### src/rtl/wb_port_arb_if.sv
// Bus interface for the register-file write-port arbiter.
// Signal names carry the i_/o_ prefix as seen from the arbiter, so the
// slave modport is the arbiter itself and the master modport is the
// surrounding pipeline / long-latency unit / register-file side.
interface wb_port_arb_if;
  logic        i_a_vld;
  logic [4:0]  i_a_addr;
  logic [31:0] i_a_data;
  logic        o_a_rdy;
  logic        i_b_vld;
  logic [4:0]  i_b_addr;
  logic [31:0] i_b_data;
  logic        o_b_rdy;
  logic        o_rf_we;
  logic [4:0]  o_rf_addr;
  logic [31:0] o_rf_data;

  modport master (
    output i_a_vld, i_a_addr, i_a_data,
    output i_b_vld, i_b_addr, i_b_data,
    input  o_a_rdy, o_b_rdy,
    input  o_rf_we, o_rf_addr, o_rf_data
  );

  modport slave (
    input  i_a_vld, i_a_addr, i_a_data,
    input  i_b_vld, i_b_addr, i_b_data,
    output o_a_rdy, o_b_rdy,
    output o_rf_we, o_rf_addr, o_rf_data
  );
endinterface

### src/rtl/wb_port_arb.sv
// wb_port_arb: shares the single register-file write port between the
// in-order pipeline writeback (source A) and the long-latency mul/div
// unit (source B). A results that cannot be written immediately are held
// in an in-order FIFO; B is protected from starvation by a wait counter
// that forces a one-cycle boost state in which B owns the port.
// Optional feature macro: WB_PORT_ARB_ZERO_FILTER_EN -- when defined,
// writes to register 0 are accepted but silently dropped.
module wb_port_arb #(
  parameter int FIFO_DEPTH = 2,
  parameter int WAIT_MAX   = 4
) (
  input logic           i_clk,
  input logic           i_rst,
  wb_port_arb_if.slave  bus
);

  localparam int PTR_W = $clog2(FIFO_DEPTH);
  localparam int CNT_W = PTR_W + 1;

  typedef enum logic {S_NORM, S_BOOST} state_t;

  state_t            r_state;
  state_t            w_stateNext;
  logic [36:0]       r_fifoMem [FIFO_DEPTH];
  logic [PTR_W-1:0]  r_rdPtr;
  logic [PTR_W-1:0]  r_wrPtr;
  logic [CNT_W-1:0]  r_count;
  logic [3:0]        r_waitCnt;
  logic [3:0]        w_waitCntNext;
  logic              r_rfWe;
  logic [4:0]        r_rfAddr;
  logic [31:0]       r_rfData;

  logic              w_fifoEmpty;
  logic              w_aRdy;
  logic              w_aFire;
  logic              w_bRdy;
  logic              w_bFire;
  logic              w_aKeep;
  logic              w_bKeep;
  logic              w_push;
  logic              w_pop;
  logic              w_grantVld;
  logic [4:0]        w_grantAddr;
  logic [31:0]       w_grantData;

  assign w_fifoEmpty = (r_count == '0);
  assign w_aRdy      = (r_count < CNT_W'(FIFO_DEPTH));
  assign w_aFire     = bus.i_a_vld & w_aRdy;
  assign w_bFire     = bus.i_b_vld & w_bRdy;

`ifdef WB_PORT_ARB_ZERO_FILTER_EN
  assign w_aKeep = (bus.i_a_addr != 5'd0);
  assign w_bKeep = (bus.i_b_addr != 5'd0);
`else
  assign w_aKeep = 1'b1;
  assign w_bKeep = 1'b1;
`endif

  assign bus.o_a_rdy   = w_aRdy;
  assign bus.o_b_rdy   = w_bRdy;
  assign bus.o_rf_we   = r_rfWe;
  assign bus.o_rf_addr = r_rfAddr;
  assign bus.o_rf_data = r_rfData;

  // FSM state and B wait counter registers
  always_ff @(posedge i_clk or posedge i_rst) begin
    if (i_rst) begin
      r_state   <= S_NORM;
      r_waitCnt <= 4'd0;
    end else begin
      r_state   <= w_stateNext;
      r_waitCnt <= w_waitCntNext;
    end
  end

  // Next wait count and next state; boost lasts until B is served or withdraws
  always_comb begin
    w_waitCntNext = 4'd0;
    w_stateNext   = r_state;
    if (w_bFire || !bus.i_b_vld) begin
      w_waitCntNext = 4'd0;
    end else if (r_state == S_NORM) begin
      w_waitCntNext = r_waitCnt + 4'd1;
    end
    case (r_state)
      S_NORM: begin
        if (w_waitCntNext == 4'(WAIT_MAX)) begin
          w_stateNext = S_BOOST;
        end
      end
      S_BOOST: begin
        if (w_bFire || !bus.i_b_vld) begin
          w_stateNext = S_NORM;
        end
      end
      default: w_stateNext = S_NORM;
    endcase
  end

  // Grant selection, B ready, and FIFO push/pop decisions for each state
  always_comb begin
    w_bRdy      = 1'b0;
    w_push      = 1'b0;
    w_pop       = 1'b0;
    w_grantVld  = 1'b0;
    w_grantAddr = r_fifoMem[r_rdPtr][36:32];
    w_grantData = r_fifoMem[r_rdPtr][31:0];
    case (r_state)
      S_BOOST: begin
        w_bRdy = bus.i_b_vld;
        if (bus.i_b_vld) begin
          w_grantVld  = w_bKeep;
          w_grantAddr = bus.i_b_addr;
          w_grantData = bus.i_b_data;
        end
        w_push = w_aFire & w_aKeep;
      end
      default: begin
        if (!w_fifoEmpty) begin
          w_pop      = 1'b1;
          w_grantVld = 1'b1;
          w_push     = w_aFire & w_aKeep;
        end else if (bus.i_a_vld) begin
          w_grantVld  = w_aKeep;
          w_grantAddr = bus.i_a_addr;
          w_grantData = bus.i_a_data;
        end else if (bus.i_b_vld) begin
          w_bRdy      = 1'b1;
          w_grantVld  = w_bKeep;
          w_grantAddr = bus.i_b_addr;
          w_grantData = bus.i_b_data;
        end
      end
    endcase
  end

  // FIFO storage; contents are not reset because the pointers define validity
  always_ff @(posedge i_clk) begin
    if (w_push) begin
      r_fifoMem[r_wrPtr] <= {bus.i_a_addr, bus.i_a_data};
    end
  end

  // FIFO pointers and occupancy; pointers wrap naturally at the power-of-two depth
  always_ff @(posedge i_clk or posedge i_rst) begin
    if (i_rst) begin
      r_rdPtr <= '0;
      r_wrPtr <= '0;
      r_count <= '0;
    end else begin
      if (w_push) begin
        r_wrPtr <= r_wrPtr + PTR_W'(1);
      end
      if (w_pop) begin
        r_rdPtr <= r_rdPtr + PTR_W'(1);
      end
      case ({w_push, w_pop})
        2'b10:   r_count <= r_count + CNT_W'(1);
        2'b01:   r_count <= r_count - CNT_W'(1);
        default: r_count <= r_count;
      endcase
    end
  end

  // Registered write port; address and data hold when nothing is granted
  always_ff @(posedge i_clk or posedge i_rst) begin
    if (i_rst) begin
      r_rfWe   <= 1'b0;
      r_rfAddr <= 5'd0;
      r_rfData <= 32'd0;
    end else begin
      r_rfWe <= w_grantVld;
      if (w_grantVld) begin
        r_rfAddr <= w_grantAddr;
        r_rfData <= w_grantData;
      end
    end
  end

endmodule

### src/flat_wrapper.sv
// flat-port wrapper written by rule: the top's interface ports become plain ports
module wb_port_arb_flat 
#(
  parameter int FIFO_DEPTH = 2,
  parameter int WAIT_MAX   = 4
)
  (i_clk, i_rst, bus_i_a_vld, bus_i_a_addr, bus_i_a_data, bus_i_b_vld, bus_i_b_addr, bus_i_b_data, bus_o_a_rdy, bus_o_b_rdy, bus_o_rf_we, bus_o_rf_addr, bus_o_rf_data);
  wb_port_arb_if bus_i ();
  input logic i_clk;
  input logic i_rst;
  input wire logic [$bits(bus_i.i_a_vld)-1:0] bus_i_a_vld;
  input wire logic [$bits(bus_i.i_a_addr)-1:0] bus_i_a_addr;
  input wire logic [$bits(bus_i.i_a_data)-1:0] bus_i_a_data;
  input wire logic [$bits(bus_i.i_b_vld)-1:0] bus_i_b_vld;
  input wire logic [$bits(bus_i.i_b_addr)-1:0] bus_i_b_addr;
  input wire logic [$bits(bus_i.i_b_data)-1:0] bus_i_b_data;
  output wire logic [$bits(bus_i.o_a_rdy)-1:0] bus_o_a_rdy;
  output wire logic [$bits(bus_i.o_b_rdy)-1:0] bus_o_b_rdy;
  output wire logic [$bits(bus_i.o_rf_we)-1:0] bus_o_rf_we;
  output wire logic [$bits(bus_i.o_rf_addr)-1:0] bus_o_rf_addr;
  output wire logic [$bits(bus_i.o_rf_data)-1:0] bus_o_rf_data;
  assign bus_i.i_a_vld = bus_i_a_vld;
  assign bus_i.i_a_addr = bus_i_a_addr;
  assign bus_i.i_a_data = bus_i_a_data;
  assign bus_i.i_b_vld = bus_i_b_vld;
  assign bus_i.i_b_addr = bus_i_b_addr;
  assign bus_i.i_b_data = bus_i_b_data;
  assign bus_o_a_rdy = bus_i.o_a_rdy;
  assign bus_o_b_rdy = bus_i.o_b_rdy;
  assign bus_o_rf_we = bus_i.o_rf_we;
  assign bus_o_rf_addr = bus_i.o_rf_addr;
  assign bus_o_rf_data = bus_i.o_rf_data;
  wb_port_arb #(.FIFO_DEPTH(FIFO_DEPTH), .WAIT_MAX(WAIT_MAX)) u_core (.i_clk(i_clk), .i_rst(i_rst), .bus(bus_i));
endmodule
### config.mk
export PLATFORM = sky130hd
export DESIGN_NAME = wb_port_arb_flat
export DESIGN_NICKNAME = d
export VERILOG_FILES = /design/src/rtl/wb_port_arb_if.sv /design/src/rtl/wb_port_arb.sv /design/src/flat_wrapper.sv
export SDC_FILE = /design/constraint.sdc
export NUM_CORES = 1
export LEC_CHECK = 0
export ABC_AREA = 1
export CORE_MARGIN = 4
export CORE_UTILIZATION = 45
export DETAILED_ROUTE_END_ITERATION = 12
export GPL_TIMING_DRIVEN = 0
export PLACE_DENSITY = 0.7
export SETUP_SLACK_MARGIN = 0.05
export SYNTH_ARGS = -nofsm -noshare
export SYNTH_HDL_FRONTEND = slang
export SYNTH_SLANG_ARGS = --single-unit
### constraint.sdc
create_clock -name i_clk -period 3.55 [get_ports i_clk]
set_input_delay 0.355 -clock i_clk [delete_from_list [all_inputs] [get_ports i_clk]]
set_output_delay 0.355 -clock i_clk [all_outputs]
set_load 0.02 [all_outputs]
==> results.tsv <==
metric	value	unit
Seq cells post-synth	121	
Startpoint Class	flop	
via count	4985	
number of buffers and inverters on the critical path	2	
Post-Synth Simple-Gate Area	31.2	%
Max IR drop VDD	443	µV
post-route cell area	0.00788	mm²
core area	0.0126	mm²
CP Capture Type	output port	
grt ovf	0	
Post-Syn Area	0.00580	mm²
area post-placement	0.00726	mm²
fillcell total	1083	
Max Slew Vio Count	0	
I/O Buffers	117	
Max-slew headroom	56.2	%
leakage	0.00333	µW
CTS tree	done	
Max Cap Violations	0	
DRT iter0 DRCs	429	
first-pass GRT wire length	25400	µm
worst slack, placed	0.824	ns
Synth Net Count	728	
Crit path depth	5	
CP max FO	10	
Max Root-Sink Buffers	2	
ant diodes	0	
insertion delay to the later sink of the worst-skew pair	0.42	ns
wl on met1	6280	µm
Pre-antenna DRT Iters	7	
Site Rows	41	
H-tree depth	4	
Top Metal Used	met4	
critical path cell sequence	nor2_2 > nor2_4 > buf_6 > nor3_4 > clkdlybuf4s50_1	
Die ar.	0.0148	mm²
Starting Density	46.0	%
final hold violation count	0	
Least-Margin Pin Slew	0.655	ns
hpwl dp	10700	µm
Post-CTS Setup Inserts	0	
Worst Path Arrival	2.40	ns
Max Clk Rate	0.363	GHz
Routability Congestion	0.813	
final clock skew	0.00723	ns
largest net degree at the start of global routing	33	
Adder-Cell Fraction of Synth Area	0.431	%
RSZ-0062 raised after global routing	no	
setup TNS	0	ns
xor/xnor cell area share of the yosys netlist	0.755	%
initial antenna violation count	0	
synth unique cells	29	
die width	122	µm
core occupancy in the finished layout	62.5	%
Syn Inst Count	648	
TritonCTS Buffers	17	
HP Class	in2async	
Setup Viol. Count Final	0	
Syn Area/Cell	8.96	µm²
Req. time, crit path	3.19	ns
Die Height	122	µm
status	completed	
post-synthesis mux area share	0	%
Seq/Total Area, Yosys	58.6	%
DRC viols	0	
Vias/cell	5.13	
layout cells sized above 1	12.4	%
GRT Resource Usage Total	22.5	%
WL per Instance	16.3	µm
DR WL met2	8190	µm
FF-to-FF path depth	5	
Crit Path Class	reg2out	
# nets final	867	
WHS	0.235	ns
Clock Tree Root	clkbuf_16	
Gates resized, CTS repair	0	
Routed Antenna Nets	0	
boundary pin count	118	
met3 routed WL	957	µm
CTS sink cnt	121	
crit-path leading delay family	buffers and inverters	
largest family of logic cells by synthesized area	simple AND/OR/NAND/NOR gates	
Tmin final	2.75	ns
pwr dens	816	mW/mm²
period utilization	77.5	%
yosys warns	0	
detailed-route wire length	15800	µm
number of global-route vias before repair	5138	
clock transition at the registers of the reported paths	0.05	ns
Final WS setup	0.798	ns
Worst path slowest cell	clkdlybuf4s50_1	
area delta synth->final	35.8	%
share of the synthesized area in compound gates (AO/OA/AOI/OAI)	4.79	%
slowest cell delay on critical path	0.69	ns
Hold Buf Count CTS	0	
logic make-up (layout without fill, tap and decap cells):
group	count (synthesis)	count (layout)
compound gates	50	50
xor+xnor	5	5
fa+ha+maj	2	2
buf+inv	47	199
flops	121	121
simple gates	423	423
Yosys cell counts:
cell type,number,area [µm²]
nand4_1,8,50.1
xnor2_1,2,17.5
nand3_1,44,220
nor2_4,2,22.5
nor2_2,1,6.26
dfrtp_1,47,1180
inv_2,2,7.51
o21ai_1,5,25.0
o21ai_0,10,50.1
edfxtp_1,74,2220
a31oi_1,1,6.26
or2_2,30,188
nand3_4,1,17.5
xor2_1,3,26.3
buf_2,17,85.1
a21oi_1,24,120
o21ai_2,1,8.76
clkbuf_1,10,37.5
nand2_4,2,22.5
inv_1,10,37.5
nand2_1,190,713
ha_1,2,25.0
nand3b_1,1,7.51
clkinv_1,1,3.75
nor3_1,6,30.0
o211ai_1,9,67.6
buf_6,7,78.8
nor2_1,137,514
nor3_4,1,16.3
power by group:
group          leakage [µW]  switching (µW)  total [µW]  internal (µW)
Clock              0.000309             599        1790           1190
Combinational       0.00179            1500        2560           1060
Sequential          0.00123             184        2080           1890
state kept, by name (all words and copies together), names as in the netlist:
register,count
u_core.bus.o_rf_we,1
u_core.bus.o_rf_addr,5
u_core.r_wrPtr,1
u_core.r_count,2
u_core.r_fifoMem,74
u_core.bus.o_rf_data,32
u_core.r_waitCnt,4
u_core.r_rdPtr,1
u_core.r_state,1
cell usage in the layout, fill, tap and decap left out, types with 2 or more instances in the layout:
cell,n
a21oi_1,24
buf_12,3
buf_2,17
buf_6,7
bufinv_16,3
clkbuf_1,13
clkbuf_16,18
clkbuf_8,3
clkdlybuf4s50_1,117
clkinv_2,5
dfrtp_1,47
edfxtp_1,74
ha_1,2
inv_1,9
inv_2,3
nand2_1,190
nand2_4,2
nand3_1,44
nand4_1,8
nor2_1,135
nor2_4,4
nor3_1,6
o211ai_1,9
o21ai_0,10
o21ai_1,5
or2_2,30
xnor2_1,2
xor2_1,3
layout make-up:
cell class                      count  area (µm²)  area share (%)
Clock inverter                      8         115            1.46
Multi-Input combinational cell    480        2170            27.5
Inverter                           13        48.8           0.619
Timing Repair Buffer              120        1230            15.6
Buffer                             34         201            2.56
Sequential cell                   121        3400            43.1
Tap cell                          172         215            2.73
Clock buffer                       24         503            6.38
worst reg2reg max path: stages (launching register included):
cell and delay (ns):
dfrtp_1 0.46, o211ai_1 0.58, ha_1 0.39, a21oi_1 0.13
o21ai_0 0.12, xor2_1 0.17
stage by stage:
| stage | total power [µW] | instances |
|---|---|---|
| global route | 6840 | 972 |
| CTS | 6470 | 972 |
| floorplan | 3640 | 648 |
| global placement | 4550 | 937 |
| finish | 6430 | 972 |
| detailed placement | 4650 | 940 |
path summary, 6_finish.rpt:
| check | end | startpoint | slack [ns] |
|---|---|---|---|
| setup / recovery | bus_o_b_rdy | u_core.r_count[0] | 0.80 |
| hold / removal | u_core.bus.o_rf_data[30] | i_rst | 0.23 |
| setup reg to reg | u_core.r_count[1] | u_core.r_state | 1.58 |
| hold reg to reg | u_core.r_waitCnt[0] | u_core.r_waitCnt[0] | 0.51 |
| max in group asynchronous | u_core.bus.o_rf_data[1] | i_rst | 2.80 |
| min in group i_clk | u_core.r_waitCnt[0] | u_core.r_waitCnt[0] | 0.51 |
layer usage:
| metal | GRT usage [%] | vias up |
|---|---|---|
| met5 | 0 | - |
| met4 | 10.3 | 0 |
| met1 | 26.4 | 2337 |
| li1 | - | 2412 |
| met3 | 5.25 | 37 |
| met2 | 39.3 | 199 |
(Power assumes the default switching activity.)
